### config.mk
export PLATFORM = sky130hd
export DESIGN_NAME = instr_fetch_flat
export DESIGN_NICKNAME = d
export VERILOG_FILES = /design/src/rtl/instr_fetch_if.sv /design/src/rtl/instr_fetch.sv /design/src/flat_wrapper.sv
export SDC_FILE = /design/constraint.sdc
export NUM_CORES = 1
export LEC_CHECK = 0
export CORE_MARGIN = 5
export CORE_UTILIZATION = 45
export DETAILED_ROUTE_END_ITERATION = 7
export PLACE_DENSITY = 0.8
export SYNTH_ARGS = -nofsm -noshare
export SYNTH_HDL_FRONTEND = slang
export SYNTH_SLANG_ARGS = --single-unit
### constraint.sdc
create_clock -name clk -period 2.7 [get_ports clk]
set_clock_uncertainty 0.2 [all_clocks]
set_input_delay 0.405 -clock clk [delete_from_list [all_inputs] [get_ports clk]]
set_output_delay 0.405 -clock clk [all_outputs]
set_load 0.01 [all_outputs]
### src/rtl/instr_fetch_if.sv
// Instruction-memory bus for instr_fetch: one request outstanding at a time,
// with the response returned on a one-cycle mem_valid strobe.
interface instr_fetch_if #(
  parameter int ADDR_W = 16
);
  logic              mem_req;
  logic [ADDR_W-1:0] mem_addr;
  logic [15:0]       mem_rdata;
  logic              mem_valid;

  // Fetcher side: issues requests, receives data.
  modport master (
    output mem_req,
    output mem_addr,
    input  mem_rdata,
    input  mem_valid
  );

  // Memory side: receives requests, returns data.
  modport slave (
    input  mem_req,
    input  mem_addr,
    output mem_rdata,
    output mem_valid
  );
endinterface

### src/rtl/instr_fetch.sv
// instr_fetch: fetches one- and two-word instructions from instruction memory
// and presents them to the control unit with a valid/stall handshake.
// Two-word instructions have opcode[6:4] = 3'b010; the second word is the imm.
// Optional feature macro: IFETCH_HALT_EN -- when defined, HLT (7'b1100001)
// parks the fetcher in HALT until a flush; when undefined, HLT issues as an
// ordinary one-word instruction and halted is tied low.
module instr_fetch #(
  parameter int                ADDR_W   = 16,
  parameter logic [ADDR_W-1:0] RESET_PC = '0
) (
  input  logic                 clk,
  input  logic                 reset,
  instr_fetch_if.master        mem,
  input  logic                 flush,
  input  logic [ADDR_W-1:0]    flush_pc,
  input  logic                 stall,
  output logic [6:0]           opcode,
  output logic [8:0]           operand,
  output logic [15:0]          imm,
  output logic                 instr_valid,
  output logic                 halted
);

`ifdef IFETCH_HALT_EN
  typedef enum logic [2:0] {FETCH1, FETCH2, ISSUE, DRAIN, HALT} state_t;
  localparam logic [6:0] OP_HLT = 7'b1100001;
`else
  typedef enum logic [2:0] {FETCH1, FETCH2, ISSUE, DRAIN} state_t;
`endif

  state_t            r_state;
  state_t            w_next;
  logic [ADDR_W-1:0] r_pc;
  logic [6:0]        r_opcode;
  logic [8:0]        r_operand;
  logic [15:0]       r_imm;
  logic              r_valid;
  logic              r_run;
  logic              w_mem_req;
  logic              w_outstanding;
  logic              w_two_word;

  assign w_two_word    = (mem.mem_rdata[15:13] == 3'b010);
  assign w_outstanding = w_mem_req || (r_state == DRAIN);

  // State register.
  always_ff @(posedge clk or negedge reset) begin
    if (!reset) r_state <= FETCH1;
    else        r_state <= w_next;
  end

  // Next-state logic; flush overrides every other event.
  always_comb begin
    w_next = r_state;
    if (flush) begin
      w_next = (w_outstanding && !mem.mem_valid) ? DRAIN : FETCH1;
    end else begin
      case (r_state)
        FETCH1: if (mem.mem_valid) w_next = w_two_word ? FETCH2 : ISSUE;
        FETCH2: if (mem.mem_valid) w_next = ISSUE;
`ifdef IFETCH_HALT_EN
        ISSUE:  if (!stall) w_next = (r_opcode == OP_HLT) ? HALT : FETCH1;
        HALT:   w_next = HALT;
`else
        ISSUE:  if (!stall) w_next = FETCH1;
`endif
        DRAIN:  if (mem.mem_valid) w_next = FETCH1;
        default: w_next = FETCH1;
      endcase
    end
  end

  // Output decode: request only in the fetch states, and never before the
  // first clock edge after reset release.
  always_comb begin
    w_mem_req = r_run && ((r_state == FETCH1) || (r_state == FETCH2));
`ifdef IFETCH_HALT_EN
    halted    = (r_state == HALT);
`else
    halted    = 1'b0;
`endif
  end

  // Marks the first clock edge after reset so mem_req stays low until then.
  always_ff @(posedge clk or negedge reset) begin
    if (!reset) r_run <= 1'b0;
    else        r_run <= 1'b1;
  end

  // Datapath: pc, latched instruction fields and the issue-valid flag.
  // FETCH1 accepts mem_valid even before r_run so a stale response that
  // follows reset is taken as the RESET_PC word.
  always_ff @(posedge clk or negedge reset) begin
    if (!reset) begin
      r_pc      <= RESET_PC;
      r_opcode  <= '0;
      r_operand <= '0;
      r_imm     <= '0;
      r_valid   <= 1'b0;
    end else if (flush) begin
      r_pc      <= flush_pc;
      r_opcode  <= '0;
      r_operand <= '0;
      r_imm     <= '0;
      r_valid   <= 1'b0;
    end else begin
      case (r_state)
        FETCH1: begin
          if (mem.mem_valid) begin
            r_opcode  <= mem.mem_rdata[15:9];
            r_operand <= mem.mem_rdata[8:0];
            r_imm     <= '0;
            r_pc      <= r_pc + ADDR_W'(1);
            r_valid   <= !w_two_word;
          end
        end
        FETCH2: begin
          if (mem.mem_valid) begin
            r_imm   <= mem.mem_rdata;
            r_pc    <= r_pc + ADDR_W'(1);
            r_valid <= 1'b1;
          end
        end
        ISSUE: begin
          if (!stall) r_valid <= 1'b0;
        end
        default: ;
      endcase
    end
  end

  assign mem.mem_req  = w_mem_req;
  assign mem.mem_addr = r_pc;
  assign opcode       = r_opcode;
  assign operand      = r_operand;
  assign imm          = r_imm;
  assign instr_valid  = r_valid;

endmodule
### src/flat_wrapper.sv
// flat-port wrapper written by rule: the top's interface ports become plain ports
module instr_fetch_flat 
#(
  parameter int                ADDR_W   = 16,
  parameter logic [ADDR_W-1:0] RESET_PC = '0
)
  (clk, reset, flush, flush_pc, stall, opcode, operand, imm, instr_valid, halted, mem_mem_req, mem_mem_addr, mem_mem_rdata, mem_mem_valid);
  instr_fetch_if #(.ADDR_W(ADDR_W)) mem_i ();
  input  logic clk;
  input  logic reset;
  input  logic flush;
  input  logic [ADDR_W-1:0] flush_pc;
  input  logic stall;
  output logic [6:0] opcode;
  output logic [8:0] operand;
  output logic [15:0] imm;
  output logic instr_valid;
  output logic halted;
  output wire logic [$bits(mem_i.mem_req)-1:0] mem_mem_req;
  output wire logic [$bits(mem_i.mem_addr)-1:0] mem_mem_addr;
  input wire logic [$bits(mem_i.mem_rdata)-1:0] mem_mem_rdata;
  input wire logic [$bits(mem_i.mem_valid)-1:0] mem_mem_valid;
  assign mem_mem_req = mem_i.mem_req;
  assign mem_mem_addr = mem_i.mem_addr;
  assign mem_i.mem_rdata = mem_mem_rdata;
  assign mem_i.mem_valid = mem_mem_valid;
  instr_fetch #(.ADDR_W(ADDR_W), .RESET_PC(RESET_PC)) u_core (.clk(clk), .reset(reset), .mem(mem_i), .flush(flush), .flush_pc(flush_pc), .stall(stall), .opcode(opcode), .operand(operand), .imm(imm), .instr_valid(instr_valid), .halted(halted));
endmodule
# Yosys cells after proc, flatten, opt, wreduce, memory -nomap -nowiden
# Index checks and enable logic that the tools add are counted.
[classes] shift=0 eq_ne=8 add_sub_neg=1 multipliers=0 bitwise_logic=0 n_mux=26 reduce_logical=18 div_mod_pow=0 n_lt_le_gt_ge=0
[ops] op="$mux 16" count=6
[ops] op="$pmux 16 s2" count=1
[ops] op="$mux 9" count=3
[ops] op="$mux 7" count=3
[ops] op="$add 16x1->16 const B" count=1
[ops] op="$mux 3" count=5
[ops] op="$ne 3x3->1 const B" count=4
[ops] op="$pmux 3 s4" count=1
[ops] op="$eq 3x2->1 const B" count=3
[ops] op="$reduce_and 4->1" count=2
[ops] op="$reduce_bool 2->1" count=3
[ops] op="$mux 1" count=4
[ops] op="$mux 2" count=2
[ops] op="$reduce_and 2->1" count=2
[ops] op="$reduce_bool 4->1" count=1
[ops] op="$eq 3x1->1 const B" count=1
[ops] op="$logic_not 3->1" count=1
[ops] op="$pmux 1 s3" count=1
[ops] op="$reduce_and 3->1" count=1
[ops] op="$reduce_bool 3->1" count=1
[ops] op="$logic_and 1x1->1" count=2
[ops] op="$logic_not 1->1" count=2
[ops] op="$logic_or 1x1->1" count=2
[ops] op="$reduce_or 2->1" count=1
[word_totals] input_bits=37 romBits=0 ram_bits=0 out_inout_bits=51 latch_bits=0 memories=0 regBits=53 word_cells=60

# Logic depth before layout (Yosys ltp)
# Gate-level depths: netlist of run 1.
[depth] ltp_word=7 ltp_mapped=8 mapped_depth_nobuf=6

# Worst setup path after synthesis of run 1
# Ideal clock, no wire load.
[synth_path] path_type="flip-flop to flip-flop" start="reg u_core.r_state[1]" end="reg u_core.r_pc[15] (netlist: u_core.mem.mem_addr[15])" arrival_ns=1.615 setup_time_ns=0.127 stages_incl_launch_ff=8 n_path_buf=1 path_slack_ns=0.758 synth_period_minus_slack_ns=1.942 required_time_ns=2.373 path_cell_list="dfrtp_1 > inv_1 > ha_1 > buf_2 > o21ai_2 > nor4_4 > mux2i_1 > nand3_1"
[synth_between] elab_chain_len=4 elab_cells_between_ends=5 classes_between="eq/ne (1); reduce/logical (4)"
[synth_lines] item="from (decl)" line="instr_fetch.sv:31" rtl="state_t r_state;"
[synth_lines] item="from (signal assigned)" line="instr_fetch.sv:49" rtl="else r_state <= w_next;"
[synth_lines] item="$eq 3x1->1 / $logic_not 3->1 (equally long branches)" line="instr_fetch.sv:107" rtl="case (r_state)"
[synth_lines] item="$reduce_or 2->1 (no line) (*)"
[synth_lines] item="$reduce_bool 2->1 (no line) (*)"
[synth_lines] item="$reduce_and 2->1 (no line) (*)"
[synth_lines] item="to (signal assigned)" line="instr_fetch.sv:101" rtl="r_pc <= flush_pc;"
[synth_lines] item="to (signal assigned)" line="instr_fetch.sv:113" rtl="r_pc <= r_pc + ADDR_W'(1);"
[synth_lines] item="to (signal assigned)" line="instr_fetch.sv:120" rtl="r_pc <= r_pc + ADDR_W'(1);"
[synth_lines] item="to (decl)" line="instr_fetch.sv:33" rtl="logic [ADDR_W-1:0] r_pc;"
# Mark *: on every way between the ends. The rest lies on a longest branch, timed or not.
# A chain may end at the register's enable or synchronous reset.

# Worst setup path after layout of run 1
[layout_path] start="reg u_core.r_state[1]" end="reg u_core.r_imm[6] (netlist: u_core.imm[6])"
[layout_between] elab_chain_len=3 elab_cells_between_ends=8 classes_between="eq/ne (3); mux (2); reduce/logical (3)"
[layout_lines] item="$eq 3x1->1 / $logic_not 3->1 (equally long branches)" line="instr_fetch.sv:107"
[layout_lines] item="$ne 3x3->1 (no line), or another cell as far along"
[layout_lines] item="$reduce_and 3->1 (no line) / $mux 16 (equally long branches)"
[layout_lines] item="to (signal assigned)" line="instr_fetch.sv:119" rtl="r_imm <= mem.mem_rdata;"
[layout_lines] item="to (decl)" line="instr_fetch.sv:36" rtl="logic [15:0] r_imm;"
# Several ways; a longest one is shown, not always the timed one.

==> run summary, run 1 <==
============================================================================================
Crit path max-delay family                                                      simple AND/OR/NAND/NOR gates
Clock Latency Late Sink                                                              0.29 ns
Maximum fanout along the worst path                                                       32
Number of violations reported at the end of detailed-routing iteration 0                 161
Effective utilization at floorplan                                                     46.2%
Synth Area in Compound Gates                                                           14.4%
Switching share of power                                                               34.3%
Max-Cap Viols                                                                              0
CTS sink count                                                                            52
Share of total power in the clock network                                              19.2%
Utilization after layout                                                               64.6%
Global-route wire length before repair                                              10600 um
Pin count of the biggest net entering global routing                                      57
Critical Path Max Stage Delay                                                        0.78 ns
Area inside the core boundary                                                     5470 sq um
Number of cells on the critical path                                                       5
Total overflow reported by the global router                                               0
Post-DP HPWL                                                                         4920 um
Endpoint kind of the worst setup timing path                                            flop
Number of hold violations in the final report                                              0
Tcrit/Tclk final                                                                       92.7%
Part of the total power dissipated in combinational logic                              37.9%
Buffer and inverter count on the worst path                                                1
Post-synthesis net count                                                                 326
Xor-xnor portion of the synthesized cell area                                          3.81%
Run status                                                                      finished, final reports clean
Peak Freq                                                                          0.399 GHz
Worst-case register-to-register setup slack                                          0.20 ns
Most common cell after layout, fill and taps aside                              sky130_fd_sc_hd__nand2_1
Layout cells sized above 1                                                             5.71%
Antenna cell count                                                                         0
Die height                                                                           84.9 um
Cell-by-cell listing of the critical path                                       inv_1 -> ha_1 -> o21a_1 -> nor2_2 -> o21ai_0
Setup crit end                                                                  u_core.imm[6]
Root Driver                                                                     sky130_fd_sc_hd__clkbuf_8
All-layer global routing usage                                                         18.5%
Count of input and output buffers                                                         86
Vias in the first global route                                                          2195
Ratio of total power to cell area                                                660 nW/um^2
Number of setup buffers added after CTS                                                    0
Total vias in the final route                                                           2277
DRC violation count after routing                                                          0
Async set or reset register ratio after synthesis                                       100%
Synthesis-stage register bit count                                                        52
Category of the worst setup path launch point                                           flop
Total of cells resized after clock tree synthesis                                          0
Final nets                                                                               409
Detail-routed net length per standard cell                                           14.8 um
Post-DR vias/cell                                                                       5.18
Required arrival time at the worst endpoint                                          2.62 ns
Most frequently used flop master after synthesis                                sky130_fd_sc_hd__dfrtp_1
Mux share of post-synthesis cell area                                                  2.38%
Worst R2R End                                                                   u_core.imm[6]
Clock-pin slew on the worst setup and hold paths                                     0.09 ns
Final setup TNS                                                                         0 ns
Detailed Routing Iterations Pass 1                                                         4
Cell taking the most area after synthesis                                       sky130_fd_sc_hd__dfrtp_1
Deepest clock path buffer count                                                            2
Number of core rows                                                                       27
Top-level I/O count                                                                       88
Count of unique library cells instantiated by Yosys                                       35
Growth of design area from synthesis to finish                                         40.0%
Beginning of the worst register-to-register path                                u_core.r_state[1]
Slew of the pin with the lowest slew margin                                          1.00 ns
Max IR drop VDD                                                                     0.387 mV
Leak pwr                                                                             1.44 nW
Post-detailed-route count of antenna-violating nets                                        0
Top cells by area in the synthesized netlist                                    sky130_fd_sc_hd__dfrtp_1 51%, sky130_fd_sc_hd__nand2_1 13%, sky130_fd_sc_hd__o21ai_0 4.6%
Largest family of logic cells by synthesized area                               simple AND/OR/NAND/NOR gates
Relative slew slack                                                                    33.2%
Sequential-to-total area share from yosys stat                                         51.5%
Total wire length after detailed routing                                             6490 um
Clock period minus final worst setup slack                                           2.50 ns
TritonCTS clock tree                                                                   built
Number of buffers created by CTS                                                           5
Final cell count without fillers                                                         440
Average size of a mapped cell                                                     8.90 sq um
Reg power frac                                                                         42.9%
X dimension of the die                                                               84.9 um
Synthesized instance count                                                               284
Basic-gate share of the synthesized area counting and, or, nand and nor cells          20.8%
Number of instances in the placed design                                                 432
Number of synthesized flops with an enable pin                                             0
Cell type of the slowest stage on the worst timing path                         sky130_fd_sc_hd__nor2_2
Unrepaired setup endpoints after global routing                                           no
Most frequent cells in the layout                                               86 x sky130_fd_sc_hd__nand2_1, 84 x sky130_fd_sc_hd__clkdlybuf4s50_1, 52 x sky130_fd_sc_hd__dfrtp_1
Global placement routability congestion                                                0.827
H-tree Lvls                                                                                2
Yosys warning count                                                                        0
Initial antenna violation count                                                            0
Total of hold buffers inserted after clock tree synthesis                                  0
Final Max Tran Viols                                                                       0
Critical Setup Path Class                                                            reg2reg
Switching power summed over all nets                                                0.801 mW
Data arrival time of the worst path                                                  2.43 ns
Critical Path Source                                                            u_core.r_state[1]
Setup-failing EPs final                                                                    0
Adder-Cell Fraction of Synth Area                                                      2.48%
Worst Reg2Reg Path Length in Cells                                                         5
Mapped cell area                                                                  2530 sq um
Die footprint                                                                     7220 sq um
Internal Dissipation                                                                 1.53 mW
Worst hold-check path type                                                          in2async
Portion of synthesized cell area occupied by the leading cell type                     51.5%
============================================================================================
==> layer usage <==
metal  up-vias  wire length [um]  track usage (%)
li1       1110                 -                -
met1      1081              2730             23.8
met2        70              3240             30.2
met3        16               339             3.30
met4         0               185             8.63
met5         -                 0                0
==> kinds of logic after synthesis <==
group                      count (synthesis)
DFF                                       52
buffers and inverters                     26
and+or+nand+nor                          120
AOI/OAI and AO/OA                         62
other                                      2
muxes                                      6
adders and majority gates                  5
xor gates and xnor gates                  11
==> power groups by stage <==
stage          combinational (mW)  sequential, mW  clock (mW)
4_1_cts                     0.896            1.00       0.463
6_report                    0.885            1.00       0.448
3_3_place_gp                0.874            1.01           0
2_1_floorplan               0.428            1.05           0
5_1_grt                     0.980            1.02       0.499
3_5_place_dp                0.891            1.02           0
==> stage by stage <==
stage,setup slack (ns),power [mW],hold slack (ns),cell area (sq um)
after floorplan,0.758,1.48,-0.0906,2530
after global placement,0.353,1.89,0.261,3440
after detailed placement,0.178,1.91,0.269,3440
after CTS,0.191,2.36,0.0263,3540
after global routing,0.0352,2.50,0.0709,3540
final,0.197,2.33,0.0111,3540
==> Yosys cell counts (2+ instances only) <==
library cell                 n
sky130_fd_sc_hd__o32a_1      2
sky130_fd_sc_hd__nor2b_1     2
sky130_fd_sc_hd__mux2i_1     6
sky130_fd_sc_hd__a2111oi_2   2
sky130_fd_sc_hd__nor3_1      5
sky130_fd_sc_hd__nor4_1      3
sky130_fd_sc_hd__o21ai_1     9
sky130_fd_sc_hd__nand4_1     4
sky130_fd_sc_hd__clkbuf_1    7
sky130_fd_sc_hd__conb_1      2
sky130_fd_sc_hd__dfrtp_1    52
sky130_fd_sc_hd__nand3_1     5
sky130_fd_sc_hd__nor2_1      8
sky130_fd_sc_hd__ha_1        5
sky130_fd_sc_hd__o21ai_0    23
sky130_fd_sc_hd__inv_1      10
sky130_fd_sc_hd__buf_2       7
sky130_fd_sc_hd__nor3b_1     2
sky130_fd_sc_hd__nand2_1    86
sky130_fd_sc_hd__a31oi_1     2
sky130_fd_sc_hd__xnor2_1     9
sky130_fd_sc_hd__a21oi_1    17
sky130_fd_sc_hd__xor2_1      2
sky130_fd_sc_hd__o21a_1      3
==> area by class of cell <==
type | count | area, sq um
clock buffer | 7 | 86.3
inverter | 10 | 37.5
tap | 72 | 90.1
sequential | 52 | 1300
fill | 460 | 1940
clock inverter | 1 | 7.51
multi-input combinational | 206 | 1120
timing repair buffer | 92 | 896
==> registers in the layout, summed over array words and instances, names as in the netlist <==
| register | flops |
|---|---|
| u_core.imm | 16 |
| u_core.operand | 9 |
| u_core.mem.mem_addr | 16 |
| u_core.r_run | 1 |
| u_core.instr_valid | 1 |
| u_core.r_state | 2 |
| u_core.opcode | 7 |
==> worst min-delay path by stage <==
stage,start,endpoint,cells after the start
2_1_floorplan,reset,u_core.imm[0],0
4_1_cts,reset,u_core.opcode[6],1
5_1_grt,reset,u_core.mem.mem_addr[2],1
6_report,reset,u_core.instr_valid,1
3_3_place_gp,u_core.imm[15],u_core.imm[15],2
3_5_place_dp,u_core.imm[0],u_core.imm[0],2
Power figures use the tool's default switching activity.
==> run 2, diff against run 1 <==
Settings changed: RECOVER_POWER set to 25.
==> run 2 against run 1 <==
Net effect: the flow now finishes with violations (capacitance limit, slew limit); non-clock buffer count unchanged; power hardly changed; via count fell by 0.18%; clock-buffer cell count unchanged; sequential share of layout area hardly changed; critical path depth is the same; global-route usage unchanged; register-to-register slack barely moved; final cell count did not move; combinational power hardly changed; sequential power about the same.
==> run summary, run 2 (synthesis results as in run 1) <==
=======================================================================================
Run status                                                                 complete, but fails checks
Violated checks                                                            capacitance limit, slew limit
Deepest clock path buffer count                                                       2
Cell area reported after detailed placement                                  3440 sq um
Area inside the core boundary                                                5470 sq um
Routed length on met2                                                           3260 um
Global placement routability congestion                                           0.827
Vias in the first global route                                                     2195
Slew of the pin with the lowest slew margin                                     1.98 ns
Setup crit end                                                             u_core.imm[6]
Required arrival time at the worst endpoint                                     2.63 ns
Worst-case register-to-register setup slack                                     0.20 ns
Cell-by-cell listing of the critical path                                  inv_1 -> ha_1 -> o21a_1 -> nor2_2 -> o21ai_0
Total wire length after detailed routing                                        6480 um
Setup-failing EPs final                                                               0
Peak Freq                                                                     0.400 GHz
Sum of routed wire segments on met1                                             2690 um
Total overflow reported by the global router                                          0
Final setup TNS                                                                    0 ns
Worst hold slack across all endpoints                                          0.284 ns
Post-DR vias/cell                                                                  5.17
Root Driver                                                                sky130_fd_sc_hd__clkbuf_8
Worst Reg2Reg Path Length in Cells                                                    5
Met3 Wirelength                                                                  341 um
Number of hold violations in the final report                                         0
Antenna cell count                                                                    0
Most frequent cells in the layout                                          86 x sky130_fd_sc_hd__nand2_1, 84 x sky130_fd_sc_hd__clkdlybuf4s50_1, 52 x sky130_fd_sc_hd__dfrtp_1
Number of core rows                                                                  27
Final nets                                                                          409
Critical Path Source                                                       u_core.r_state[1]
Total of hold buffers inserted after clock tree synthesis                             0
Max IR drop VDD                                                                0.388 mV
Unrepaired setup endpoints after global routing                                      no
Clock-pin slew on the worst setup and hold paths                                0.09 ns
Ratio of total power to cell area                                           661 nW/um^2
TritonCTS clock tree                                                              built
Post-detailed-route count of antenna-violating nets                                   0
Number of setup buffers added after CTS                                               0
Initial antenna violation count                                                       0
Tcrit/Tclk final                                                                  92.7%
Detail-routed net length per standard cell                                      14.7 um
Growth of design area from synthesis to finish                                    39.8%
H-tree Lvls                                                                           2
Clock period minus final worst setup slack                                      2.50 ns
Number of instances in the placed design                                            432
Top-level I/O count                                                                  88
Effective utilization at floorplan                                                46.2%
Detailed Routing Iterations Pass 1                                                    4
Beginning of the worst register-to-register path                           u_core.r_state[1]
Post-DP HPWL                                                                    4920 um
Final cell count without fillers                                                    440
Maximum fanout along the worst path                                                  32
Clock Latency Late Sink                                                         0.29 ns
Critical Setup Path Class                                                       reg2reg
Category of the worst setup path launch point                                      flop
Max-Cap Viols                                                                         1
Cell type of the slowest stage on the worst timing path                    sky130_fd_sc_hd__nor2_2
Critical Path Max Stage Delay                                                   0.78 ns
Endpoint kind of the worst setup timing path                                       flop
Post-layout worst setup margin                                                 0.198 ns
Number of violations reported at the end of detailed-routing iteration 0            161
Final Max Tran Viols                                                                 39
Post-Layout Inst Area                                                        3530 sq um
Highest metal used                                                                 met4
Data arrival time of the worst path                                             2.43 ns
Global-route wire length before repair                                         10600 um
Total vias in the final route                                                      2273
X dimension of the die                                                          84.9 um
Pin count of the biggest net entering global routing                                 57
DRC violation count after routing                                                     0
Die height                                                                      84.9 um
Most common cell after layout, fill and taps aside                         sky130_fd_sc_hd__nand2_1
Count of input and output buffers                                                    86
Place WS                                                                       0.178 ns
Number of buffers created by CTS                                                      5
Total chip power                                                                2.33 mW
Utilization after layout                                                          64.6%
Leak pwr                                                                        1.43 nW
CTS sink count                                                                       52
Layout cells sized above 1                                                        5.43%
All-layer global routing usage                                                    18.5%
Relative slew slack                                                              -32.2%
Die footprint                                                                7220 sq um
Total of cells resized after clock tree synthesis                                     0
Worst hold-check path type                                                      reg2reg
Worst R2R End                                                              u_core.imm[6]
=======================================================================================
## run 2: cell count changes in the layout (fill, tap and decap cells not counted), sizes merged
cell	previous run	this run
buf	8	6
clkbuf	7	9
## run 2: area by class of cell
type                            instances  area, sq um
Fill cell                             461         1940
Timing Repair Buffer                   92          892
Sequential cell                        52         1300
Clock inverter                          1         7.51
Multi-Input combinational cell        206         1120
Tap cell                               72         90.1
Clock buffer                            7         86.3
Inverter                               10         37.5
## run 2: worst max-delay path: cells and delay by family (launching register included)
family / cells / cell delay [ns]
flip-flops: 1 / 0.44
buffers and inverters: 1 / 0.09
AND/OR/NAND/NOR: 1 / 0.78
AO/OA/AOI/OAI: 2 / 0.55
adder cells (fa/ha/maj): 1 / 0.28
## run 2: worst min path at each step
| stage | from | to | slack, ns | cells past startpoint |
|---|---|---|---|---|
| floorplan | reset | u_core.imm[0] | -0.09 | 0 |
| global placement | u_core.imm[15] | u_core.imm[15] | 0.26 | 2 |
| detailed placement | u_core.imm[0] | u_core.imm[0] | 0.27 | 2 |
| CTS | reset | u_core.opcode[6] | 0.03 | 1 |
| global route | u_core.imm[15] | u_core.imm[15] | 0.31 | 2 |
| finish | u_core.imm[0] | u_core.imm[0] | 0.28 | 2 |
## run 2: per-layer routing
| metal | track usage, % | vias to the layer above |
|---|---|---|
| met1 | 23.8 | 1080 |
| met2 | 30.2 | 66 |
| met5 | 0 | - |
| met4 | 8.63 | 0 |
| met3 | 3.30 | 16 |
| li1 | - | 1111 |
## run 2: where the power goes
part | total, mW | internal (mW) | switching [mW]
registers | 1.00 | 0.898 | 0.103
logic | 0.885 | 0.427 | 0.458
clock network | 0.449 | 0.209 | 0.240
total | 2.33 | 1.53 | 0.802
